===== config.mk =====
export PLATFORM = sky130hd
export DESIGN_NAME = spi_axi_master_mc
export DESIGN_NICKNAME = d
export VERILOG_FILES = /design/src/rtl/spi_axi_master_mc.sv
export SDC_FILE = /design/constraint.sdc
export NUM_CORES = 1
export LEC_CHECK = 0
export ABC_AREA = 1
export CAP_MARGIN = 20
export CORE_MARGIN = 8
export CORE_UTILIZATION = 43
export DETAILED_ROUTE_END_ITERATION = 16
export PLACE_DENSITY = 0.77
export SYNTH_ARGS = -nofsm -noshare
export SYNTH_HDL_FRONTEND = slang
export SYNTH_SLANG_ARGS = --single-unit

===== constraint.sdc =====
create_clock -name CLK -period 1.8 [get_ports CLK]
set_clock_uncertainty 0.1 [all_clocks]
set_input_delay 0.27 -clock CLK [delete_from_list [all_inputs] [get_ports CLK]]
set_output_delay 0.27 -clock CLK [all_outputs]
set_load 0.02 [all_outputs]

===== src/rtl/spi_axi_master_mc.sv =====
// AXI4-lite write-to-SPI bridge with multiple chip selects and full-duplex read-back.
// Each accepted write is shifted out MSB first on DATA under the selected CEB line.
// The MISO word captured during the same frame is returned on the AXI read channel.
module spi_axi_master_mc #(
  parameter int unsigned SWORD = 32,
  parameter int unsigned NCS   = 4,
  parameter int unsigned DIV   = 2,
  parameter bit          CPOL  = 1'b0,
  parameter bit          CPHA  = 1'b0
) (
  input  logic             CLK,
  input  logic             RST,
  input  logic             axi_awvalid,
  output logic             axi_awready,
  input  logic [SWORD-1:0] axi_awaddr,
  input  logic [2:0]       axi_awprot,
  input  logic             axi_wvalid,
  output logic             axi_wready,
  input  logic [SWORD-1:0] axi_wdata,
  input  logic [3:0]       axi_wstrb,
  output logic             axi_bvalid,
  input  logic             axi_bready,
  input  logic             axi_arvalid,
  output logic             axi_arready,
  input  logic [SWORD-1:0] axi_araddr,
  input  logic [2:0]       axi_arprot,
  output logic             axi_rvalid,
  input  logic             axi_rready,
  output logic [SWORD-1:0] axi_rdata,
  output logic             SCLK,
  output logic [NCS-1:0]   CEB,
  output logic             DATA,
  input  logic             MISO
);

  localparam int unsigned    CHW        = (NCS > 1) ? $clog2(NCS) : 1;
  localparam int unsigned    CW         = $clog2(DIV) + 1;
  localparam int unsigned    HW         = $clog2(2 * SWORD) + 1;
  localparam logic [CW-1:0]  CNT_END    = CW'(DIV - 1);
  localparam logic [HW-1:0]  LAST_HALF  = HW'(2 * SWORD - 1);
  localparam logic [HW-1:0]  LAST_TRAIL = HW'(2 * SWORD - 2);

  typedef enum logic [2:0] {
    ST_IDLE, ST_SETUP, ST_SHIFT, ST_HOLD, ST_BRESP, ST_RRESP
  } state_t;

  state_t           r_state;
  logic             r_awready, r_wready, r_arready, r_bvalid, r_rvalid;
  logic [NCS-1:0]   r_ceb;
  logic             r_sclk, r_data;
  logic [CW-1:0]    r_cnt;
  logic [HW-1:0]    r_half;
  logic [SWORD-1:0] r_tx, r_rx, r_rdata;

  logic             w_go, w_load, w_tick, w_lead, w_trail, w_end, w_sample, w_shift;
  logic [CHW-1:0]   w_idx;
  logic             w_unused;

  assign w_unused = ^{axi_awprot, axi_araddr, axi_arprot};

  // Out-of-range channel or empty strobe still completes the write, just without a frame.
  assign w_go   = (axi_wstrb != 4'b0000) && ((axi_awaddr >> 2) < SWORD'(NCS));
  assign w_idx  = axi_awaddr[CHW+1:2];
  assign w_load = (r_state == ST_IDLE) && r_awready && w_go;

  // SCLK edge strobes: a leading edge ends SETUP and every odd half-period of SHIFT
  // except the final one, which is the idle tail before HOLD.
  assign w_tick   = (r_cnt == CNT_END);
  assign w_lead   = w_tick && ((r_state == ST_SETUP) ||
                    ((r_state == ST_SHIFT) && r_half[0] && (r_half != LAST_HALF)));
  assign w_trail  = w_tick && (r_state == ST_SHIFT) && !r_half[0];
  assign w_end    = w_tick && (r_state == ST_HOLD);
  assign w_sample = CPHA ? w_trail : w_lead;
  assign w_shift  = CPHA ? w_lead  : (w_trail && (r_half != LAST_TRAIL));

  // Control FSM: AXI handshakes, chip select, SCLK generation and phase timing.
  always_ff @(posedge CLK) begin
    if (RST) begin
      r_state   <= ST_IDLE;
      r_awready <= 1'b0;
      r_wready  <= 1'b0;
      r_arready <= 1'b0;
      r_bvalid  <= 1'b0;
      r_rvalid  <= 1'b0;
      r_ceb     <= '1;
      r_sclk    <= CPOL;
      r_cnt     <= '0;
      r_half    <= '0;
    end else begin
      case (r_state)
        ST_IDLE: begin
          if (r_awready) begin
            r_awready <= 1'b0;
            r_wready  <= 1'b0;
            r_cnt     <= '0;
            r_half    <= '0;
            if (w_go) begin
              r_ceb   <= ~(NCS'(1) << w_idx);
              r_state <= ST_SETUP;
            end else begin
              r_state <= ST_BRESP;
            end
          end else if (r_arready) begin
            r_arready <= 1'b0;
            r_rvalid  <= 1'b1;
            r_state   <= ST_RRESP;
          end else if (axi_awvalid && axi_wvalid) begin
            r_awready <= 1'b1;
            r_wready  <= 1'b1;
          end else if (axi_arvalid) begin
            r_arready <= 1'b1;
          end
        end
        ST_SETUP: begin
          if (w_tick) begin
            r_cnt   <= '0;
            r_sclk  <= ~CPOL;
            r_state <= ST_SHIFT;
          end else begin
            r_cnt <= r_cnt + 1'b1;
          end
        end
        ST_SHIFT: begin
          if (w_tick) begin
            r_cnt  <= '0;
            r_half <= r_half + 1'b1;
            if (r_half == LAST_HALF) begin
              r_state <= ST_HOLD;
            end else begin
              r_sclk <= r_half[0] ? ~CPOL : CPOL;
            end
          end else begin
            r_cnt <= r_cnt + 1'b1;
          end
        end
        ST_HOLD: begin
          if (w_tick) begin
            r_cnt   <= '0;
            r_ceb   <= '1;
            r_state <= ST_BRESP;
          end else begin
            r_cnt <= r_cnt + 1'b1;
          end
        end
        ST_BRESP: begin
          if (!r_bvalid) begin
            r_bvalid <= 1'b1;
          end else if (axi_bready) begin
            r_bvalid <= 1'b0;
            r_state  <= ST_IDLE;
          end
        end
        ST_RRESP: begin
          if (axi_rready) begin
            r_rvalid <= 1'b0;
            r_state  <= ST_IDLE;
          end
        end
        default: r_state <= ST_IDLE;
      endcase
    end
  end

  // Serial datapath: TX shifter driving DATA, RX shifter filling MSB first, read-back latch.
  always_ff @(posedge CLK) begin
    if (RST) begin
      r_tx    <= '0;
      r_rx    <= '0;
      r_data  <= 1'b0;
      r_rdata <= '0;
    end else begin
      if (w_load) begin
        r_rx <= '0;
        if (CPHA) begin
          r_tx <= axi_wdata;
        end else begin
          r_data <= axi_wdata[SWORD-1];
          r_tx   <= axi_wdata << 1;
        end
      end
      if (w_shift) begin
        r_data <= r_tx[SWORD-1];
        r_tx   <= {r_tx[SWORD-2:0], 1'b0};
      end
      if (w_sample) begin
        r_rx <= {r_rx[SWORD-2:0], MISO};
      end
      if (w_end) begin
        r_data  <= 1'b0;
        r_rdata <= r_rx;
      end
    end
  end

  assign axi_awready = r_awready;
  assign axi_wready  = r_wready;
  assign axi_bvalid  = r_bvalid;
  assign axi_arready = r_arready;
  assign axi_rvalid  = r_rvalid;
  assign axi_rdata   = r_rdata;
  assign SCLK        = r_sclk;
  assign CEB         = r_ceb;
  assign DATA        = r_data;

endmodule


-- Yosys cells after proc, flatten, opt, wreduce, memory -nomap -nowiden
Cells that the tools add are included.
- output and inout bits: 43
- ROM bits: 0
- input bits: 114
- register bits after elaboration: 118
- logic and storage cells: 123
- latch bits: 0
- memory bits (writable): 0
- memories kept: 0
- magnitude comparators: 1
- divide/modulo/power cells: 0
- add/sub/neg operators: 2
- eq/ne operators: 23
- bitwise gates (word level): 2
- muxes and demuxes: 47
- shift-type cells: 1
- multipliers: 0
- reduce and logical (&&, ||, !) cells: 33
- operator list (operator ; count):
    $mux W32 ; 4
    $lt A30 B3 Y1 const B ; 1
    $mux W3 ; 10
    $ne A2 B2 Y1 const B ; 12
    $mux W1 ; 20
    $pmux W3 S6 ; 1
    $reduce_bool A2 Y1 ; 8
    $mux W7 ; 2
    $ne A7 B6 Y1 const B ; 2
    $pmux W7 S2 ; 1
    $mux W4 ; 3
    $reduce_and A4 Y1 ; 3
    $logic_and A1 B1 Y1 ; 11
    $pmux W4 S2 ; 1
    $reduce_and A8 Y1 ; 1
    $add A7 B1 Y7 const B ; 1
    $eq A7 B6 Y1 const B ; 1
    $eq A3 B2 Y1 const B ; 2
    $eq A3 B3 Y1 const B ; 2
    $reduce_and A3 Y1 ; 2
    $mux W2 ; 2
    $not A4 Y4 ; 1
    $pmux W1 S2 ; 2
    $pmux W2 S2 ; 1
    other kinds (14) ; 15

-- Depth between registers and ports, before layout
Gate-level depths: netlist of run 1.
- depth after elaboration: 6
- depth in mapped cells: 11
- depth with buffers taken out: 10

-- Worst setup path after synthesis of run 1
No wires, ideal clock.
- path kind: register -> register
- start point: register r_half[0]
- end point: register r_rx[22]
- data required time: 1.568 ns
- buffers on the path: 1
- cell stages (with the launch flop): 10
- slack: 0.086 ns
- data arrival time: 1.482 ns
- setup time: 0.132 ns
- period minus slack after synthesis: 1.714 ns
- cells stage by stage: dfxtp_1 > ha_1 > inv_1 > nor2_1 > nand3_2 > o211ai_4 > inv_2 > buf_4 > nand2_1 > a21oi_1
- cells in the longest elaborated chain, start to end: 5
- elaborated cells on any way between the ends: 7
- classes of those cells: 1 x eq/ne; 1 x mux; 5 x reduce/logical
- RTL lines (item ; line ; RTL):
    from (decl) ; 52 ; logic [HW-1:0] r_half;
    from (signal assigned) ; 126 ; r_half <= r_half + 1'b1;
    $ne A7 B6 Y1 or $logic_and A1 B1 Y1 (tied branches) ; 70 ; ((r_state == ST_SHIFT) && r_half[0] && (r_half != LAST_HALF)));
    $logic_and A1 B1 Y1 * ; 70 ;
    $logic_or A1 B1 Y1 * ; 69 ; assign w_lead = w_tick && ((r_state == ST_SETUP) ||
    $logic_and A1 B1 Y1 * ; 69 ;
    $mux W32 or $reduce_bool A2 Y1 (tied branches) ; - ;
    to (signal assigned) ; 186 ; r_rx <= {r_rx[SWORD-2:0], MISO};
    to (decl) ; 53 ; logic [SWORD-1:0] r_tx, r_rx, r_rdata;
Mark *: on every way between the ends. The rest lies on a longest branch, timed or not.
A chain may end at the register's enable or synchronous reset.

-- Final worst setup path of run 1
- start point: register r_rdata[2] (netlist: axi_rdata[2])
- end point: output axi_rdata[2]
- RTL lines (item ; line ; RTL):
    from (decl) ; 53 ;
    from (signal assigned) ; 190 ; r_rdata <= r_rx;
    to (decl) ; 29 ; output logic [SWORD-1:0] axi_rdata,
No word-level cell between the ends.

==> flow_summary.toml, run 1 <==
[synthesis]
yosys.area.top_type_share = 0.4481
ys_seq_area_frac = 0.4481
syn-instance-count = 761
yosysWarnings = 0
synthFlopType = "dfxtp_1"
synthTopCellsByCount = "155 x nor2_1, 142 x nand2_1, 118 x dfxtp_1"
synth_area_leaders = "dfxtp_1 45%, nor2_1 11%, nand2_1 10%"
synth_most_common_cell = "nor2_1"
syn_avg_cell_area_um2 = 6.927
async_flop_share = 0
ys_ff_latch = 118
syn_area_um2 = 5271
synth_cell_types = 30
synth_edf_count = 0
yosys.area.top_type = "dfxtp_1"
synth_nets = 877

[sta]
period_share = 0.9742
fmax_mhz = 570.3
maxSlewViolCount = 0
period_needed_ns = 1.754
final-hold-violation-count = 0
slew_headroom = 0.6875
tightest_slew_ns = 0.4665
finalSetupViolCount = 0
grt_setup_unrepaired = "no"
fin_ws_ns = 0.04648

[power]
p_clk_frac = 0.436
pwr_density_cell_nw_per_um2 = 1141
p_switching_uw = 2422
p_seq_frac = 0.346
p_leak_uw = 0.003229
ir_drop_mv = 0.6840
power_uw = 8472
sw_frac_of_total = 0.2859
p_comb_frac = 0.218
p_int_uw = 6050

[clock_tree]
cts_tree = "done"
cts_hold_buf = 0
htreeDepth = 4
clkTransAtPathRegs_ns = 0.06
clock_sinks = 118
worstSkewPairLatency_ns = 0.41
cts_made_buffers = 17
clock_path_buffers = 2
root_buffer = "clkbuf_16"

[final_layout]
antenna_cells = 0
final_util = 0.6182
fin_nets = 1001
drive_above_1_share = 0.1091
syn2layout_area_growth_pct = 40.87

[worst_setup_path]
worstPathCellList = "clkdlybuf4s50_1"
start_kind = "flip-flop"
crit_buf_inv = 1
rr_worst_depth = 6
cp_top_family = "buffers and inverters"
cp.depth = 1
crit_path_end_kind = "output pin"
worstSetupPathType = "flip-flop to output pin"
cp_max_fo = 2
slowest_delay_ns = 0.64
cpMaxStageDelayCell = "clkdlybuf4s50_1"
worstPathArrival_ns = 1.38
required_ns = 1.43

[detailed_routing]
vias = 5123
postRouteAntennaNets = 0
drt_first_pass_iters = 4
wire_per_inst_um = 12.98
drc_errors = 0
via_per_inst = 4.902
wirelength_um = 13560
dr.first_iter.drc_count = 434

[global_routing]
grt_pass1_wl_um = 22110
antenna_found_initial = 0
grt.total_usage = 0.1645
grt_pass1_vias = 4803
overflow = 0
grt_max_degree = 53

[floorplan]
start_util = 0.4389
dieWidth_um = 126.7
dieArea_um2 = 16060
core_region_area_um2 = 12010
ioPinCount = 157
die_h_um = 126.7
num_rows = 40

[outcome]
status = "completed"

[placed_design]
dp_hpwl_um = 8656
dp_slack_ns = -0.2395
port_buffers = 116
gp_congestion = 0.7922

[hold_path]
hold_depth = 3
hold_class = "input port to flip-flop"

[job]
maxCapViolCount = 0
==> cells by family after synthesis <==
group / share of synthesized area
buffers and inverters: 0.09518
AND/OR/NAND/NOR: 0.3266
flip-flops: 0.4481
AO/OA/AOI/OAI: 0.1253
adder cells (fa/ha/maj): 0.004746
==> timing repair <==
| item | 4_1_cts | 5_1_grt |
|---|---|---|
| pin swaps | 0 | 4 |
| setup buffers | 2 | 0 |
| setup endpoints to repair | 34 | 106 |
| gates cloned | 0 | 3 |
| resized for setup | 4 | 25 |
==> cell usage in the layout, fill, tap and decap left out, drive strengths merged, types with 2 or more instances in the layout <==
cell type	n
dfxtp	118
a21oi	47
nand2	143
nor2	162
buf	32
or2	2
nor3	4
dlygate4sd2	2
bufinv	4
clkinv	2
o21bai	3
a221oi	2
clkbuf	24
nand3	87
inv	66
clkdlybuf4s50	113
ha	2
clkinvlp	3
nand4	4
and2	3
o21ai	70
==> power groups by stage <==
stage / Sequential (µW) / Clock (µW) / Combinational [µW]
after floorplan: 2990 / 0 / 1130
after CTS: 2900 / 3730 / 1760
after global placement: 2950 / 0 / 1740
after global routing: 2950 / 3860 / 2070
after detailed placement: 2960 / 0 / 1750
final: 2930 / 3690 / 1850
==> worst paths after layout <==
path                             start  slack, ns                    end
max reg2reg    r_state[2]$_SDFFE_PP0P_       0.10  r_rx[16]$_SDFFE_PP0P_
min                               MISO       0.34   r_rx[0]$_SDFFE_PP0P_
max          axi_rdata[2]$_SDFFE_PP0P_       0.05           axi_rdata[2]
min reg2reg      r_cnt[1]$_SDFFE_PP0P_       0.35  r_cnt[1]$_SDFFE_PP0P_
==> layer usage <==
layer | part of all wire | vias up | wire length, µm | track usage
li1 | - | 2684 | - | -
met1 | 0.45 | 2320 | 6130 | 0.1999
met2 | 0.49 | 108 | 6613 | 0.2704
met3 | 0.053 | 11 | 724 | 0.04357
met4 | 0.0070 | 0 | 95 | 0.06788
met5 | 0 | - | 0 | 0
==> state kept, by name, indices dropped and copies added (netlist names), 2 cells and up <==
signal	cells
axi_rdata	32
r_rx	32
r_tx	31
r_half	7
CEB	4
r_state	3
r_cnt	2
==> stage by stage <==
stage	hold slack (ns)	setup TNS, ns	cell area [µm²]	instances
finish	0.3365	0	7426	1045
global route	0.3536	0	7426	1045
global placement	0.3323	-13.55	6619	1008
floorplan	0.2812	0	5271	761
CTS	0.3254	0	7288	1042
detailed placement	0.3370	-13.84	6619	1008
==> final cells by class <==
cell class	instances	area (µm²)
Clock buffer	22	484.2
Clock inverter	10	166.4
Fill cell	1072	4586
Inverter	65	255.2
Multi-Input combinational cell	533	2467
Sequential cell	118	2369
Tap cell	147	183.9
Timing Repair Buffer	150	1500
Power figures use the tool's default switching activity.
==> inputs of run 2 (changes only) <==
CELL_PAD_IN_SITES_DETAIL_PLACEMENT = 2   (was unset)
CELL_PAD_IN_SITES_GLOBAL_PLACEMENT = 2   (was unset)
CORE_UTILIZATION = 23   (was 43)
PLACE_DENSITY = unset   (was 0.77)
PLACE_DENSITY_LB_ADDON = 0.1   (was unset)
==> run 2 against run 1 <==
Effect of this change: flip-flop and latch count stayed put; die area is 74% higher; non-clock buffer count is 7 higher; global-route usage is 3.4 points lower; sequential share of layout area is 0.85 points lower; core utilization is 28 points lower; sequential power hardly changed; critical endpoint is now axi_rdata[7]; largest cell class unchanged.
==> flow_summary.toml, run 2 (synthesis gave the netlist of run 1 again) <==
[power]
pwr_density_cell_nw_per_um2 = 1079
p_seq_frac = 0.356
p_switching_uw = 2656
ir_drop_mv = 0.6205
p_clk_frac = 0.388
power_uw = 8261
p_int_uw = 5605
p_leak_uw = 0.003351
p_comb_frac = 0.256
sw_frac_of_total = 0.3215

[worst_setup_path]
cp_max_fo = 2
crit_path_end_kind = "output pin"
worstSetupPathType = "flip-flop to output pin"
slowest_delay_ns = 0.62
worstPathCellList = "clkdlybuf4s50_1"
cp_top_family = "buffers and inverters"
required_ns = 1.43
r2r_slack_ns = 0.08
crit_buf_inv = 1
worstPathArrival_ns = 1.38
start_kind = "flip-flop"
cpMaxStageDelayCell = "clkdlybuf4s50_1"

[placed_design]
port_buffers = 116
gp_congestion = 0.7570
place_area_um2 = 6847
dp_hpwl_um = 12740
dp_cells = 1149

[final_layout]
post-route-cell-area_um2 = 7659
drive_above_1_share = 0.1238
mostFrequentLayoutCells = "149 x nor2_1, 139 x nand2_1, 112 x dfxtp_1, 104 x clkdlybuf4s50_1, 82 x nand3_1"
fin_cells = 1190
syn2layout_area_growth_pct = 45.29
final_common_cell = "nor2_1"
fill_cells = 2626
fin_nets = 1008
antenna_cells = 0

[floorplan]
start_util = 0.2335
ioPinCount = 157
core_region_area_um2 = 22570
num_rows = 55
dieWidth_um = 167.4
dieArea_um2 = 28020
die_h_um = 167.4

[global_routing]
grt.total_usage = 0.1307
grt_pass1_vias = 6144
grt_pass1_wl_um = 30010
grt_max_degree = 54
overflow = 0
antenna_found_initial = 0

[sta]
setup_tns_ns = 0
fmax_mhz = 573.1
maxSlewViolCount = 0
period_needed_ns = 1.745
finalSetupViolCount = 0
final-hold-violation-count = 0
whs_ns = 0.2049
tightest_slew_ns = 0.5119
slew_headroom = 0.6588
period_share = 0.9695

[detailed_routing]
wirelength_um = 18580
vias = 5436
dr.first_iter.drc_count = 180
drc_errors = 0
wire_per_inst_um = 15.61
via_per_inst = 4.568
postRouteAntennaNets = 0
drt_first_pass_iters = 6

[clock_tree]
cts_made_buffers = 17
clkTransAtPathRegs_ns = 0.06
cts_tree = "done"
clock_path_buffers = 2
root_buffer = "clkbuf_16"
cts_hold_buf = 0
clock_sinks = 118
worstSkewPairLatency_ns = 0.42
htreeDepth = 4

[outcome]
status = "completed"

[job]
maxCapViolCount = 0

[hold_path]
hold_class = "input port to flip-flop"
-- run 2: cell types whose count changed in the layout (fill, tap and decap cells not counted), sizes merged --
cell / previous run / this run
dlymetal6s2s: 1 / 5
buf: 32 / 38
clkinv: 2 / 5
clkdlybuf4s50: 113 / 104
clkinvlp: 3 / 5
dlygate4sd2: 2 / 6
bufinv: 4 / 1
-- run 2: area by class of cell --
type	count	area, µm²	area share
multi-input combinational	533	2479	0.3236
sequential	118	2377	0.3104
timing repair buffer	157	1638	0.2139
tap	285	356.6	0.04656
inverter	65	256.5	0.03349
clock buffer	20	446.7	0.05832
clock inverter	12	105.1	0.01372
-- run 2: what timing repair did --
action,in CTS,in global routing
pin swaps,1,6
resized for setup,21,30
buffers inserted,0,5
cloned,0,4
setup endpoints to repair,82,80
-- run 2: final timing paths --
kind / from / to / cells after the start
worst min-delay path: RST / r_tx[6]$_SDFFE_PP0P_ / 4
worst max-delay path: axi_rdata[7]$_SDFFE_PP0P_ / axi_rdata[7] / 1
worst max register to register: r_half[0]$_SDFFE_PP0P_ / r_rx[4]$_SDFFE_PP0P_ / 6
worst min register to register: r_tx[1]$_SDFFE_PP0P_ / r_tx[1]$_SDFFE_PP0P_ / 2
-- run 2: metrics by stage --
| stage | setup slack [ns] | util |
|---|---|---|
| after global routing | -0.03017 | 0.3393 |
| after global placement | -0.3611 | 0.3033 |
| after detailed placement | -0.4109 | 0.3033 |
| final | 0.05497 | 0.3393 |
| after floorplan | 0.08614 | - |
| after CTS | 0.008454 | 0.3295 |
-- run 2: routing by layer --
layer  part of all wire  wire length (µm)  vias to the layer above  GRT usage
met4              0.013               245                        0    0.04348
met1               0.42              7868                     2643     0.1384
li1                   -                 -                     2694          -
met3              0.037               687                       18    0.03433
met5                  0                 0                        -          0
met2               0.53              9774                       81     0.2462
-- run 2: power groups by stage --
stage | Combinational [µW] | Sequential, µW | Clock (µW)
after floorplan | 1130 | 2990 | 0
after global placement | 1850 | 2950 | 0
after detailed placement | 1930 | 2960 | 0
after CTS | 1990 | 2920 | 3320
after global routing | 2350 | 2960 | 3460
final | 2110 | 2940 | 3210
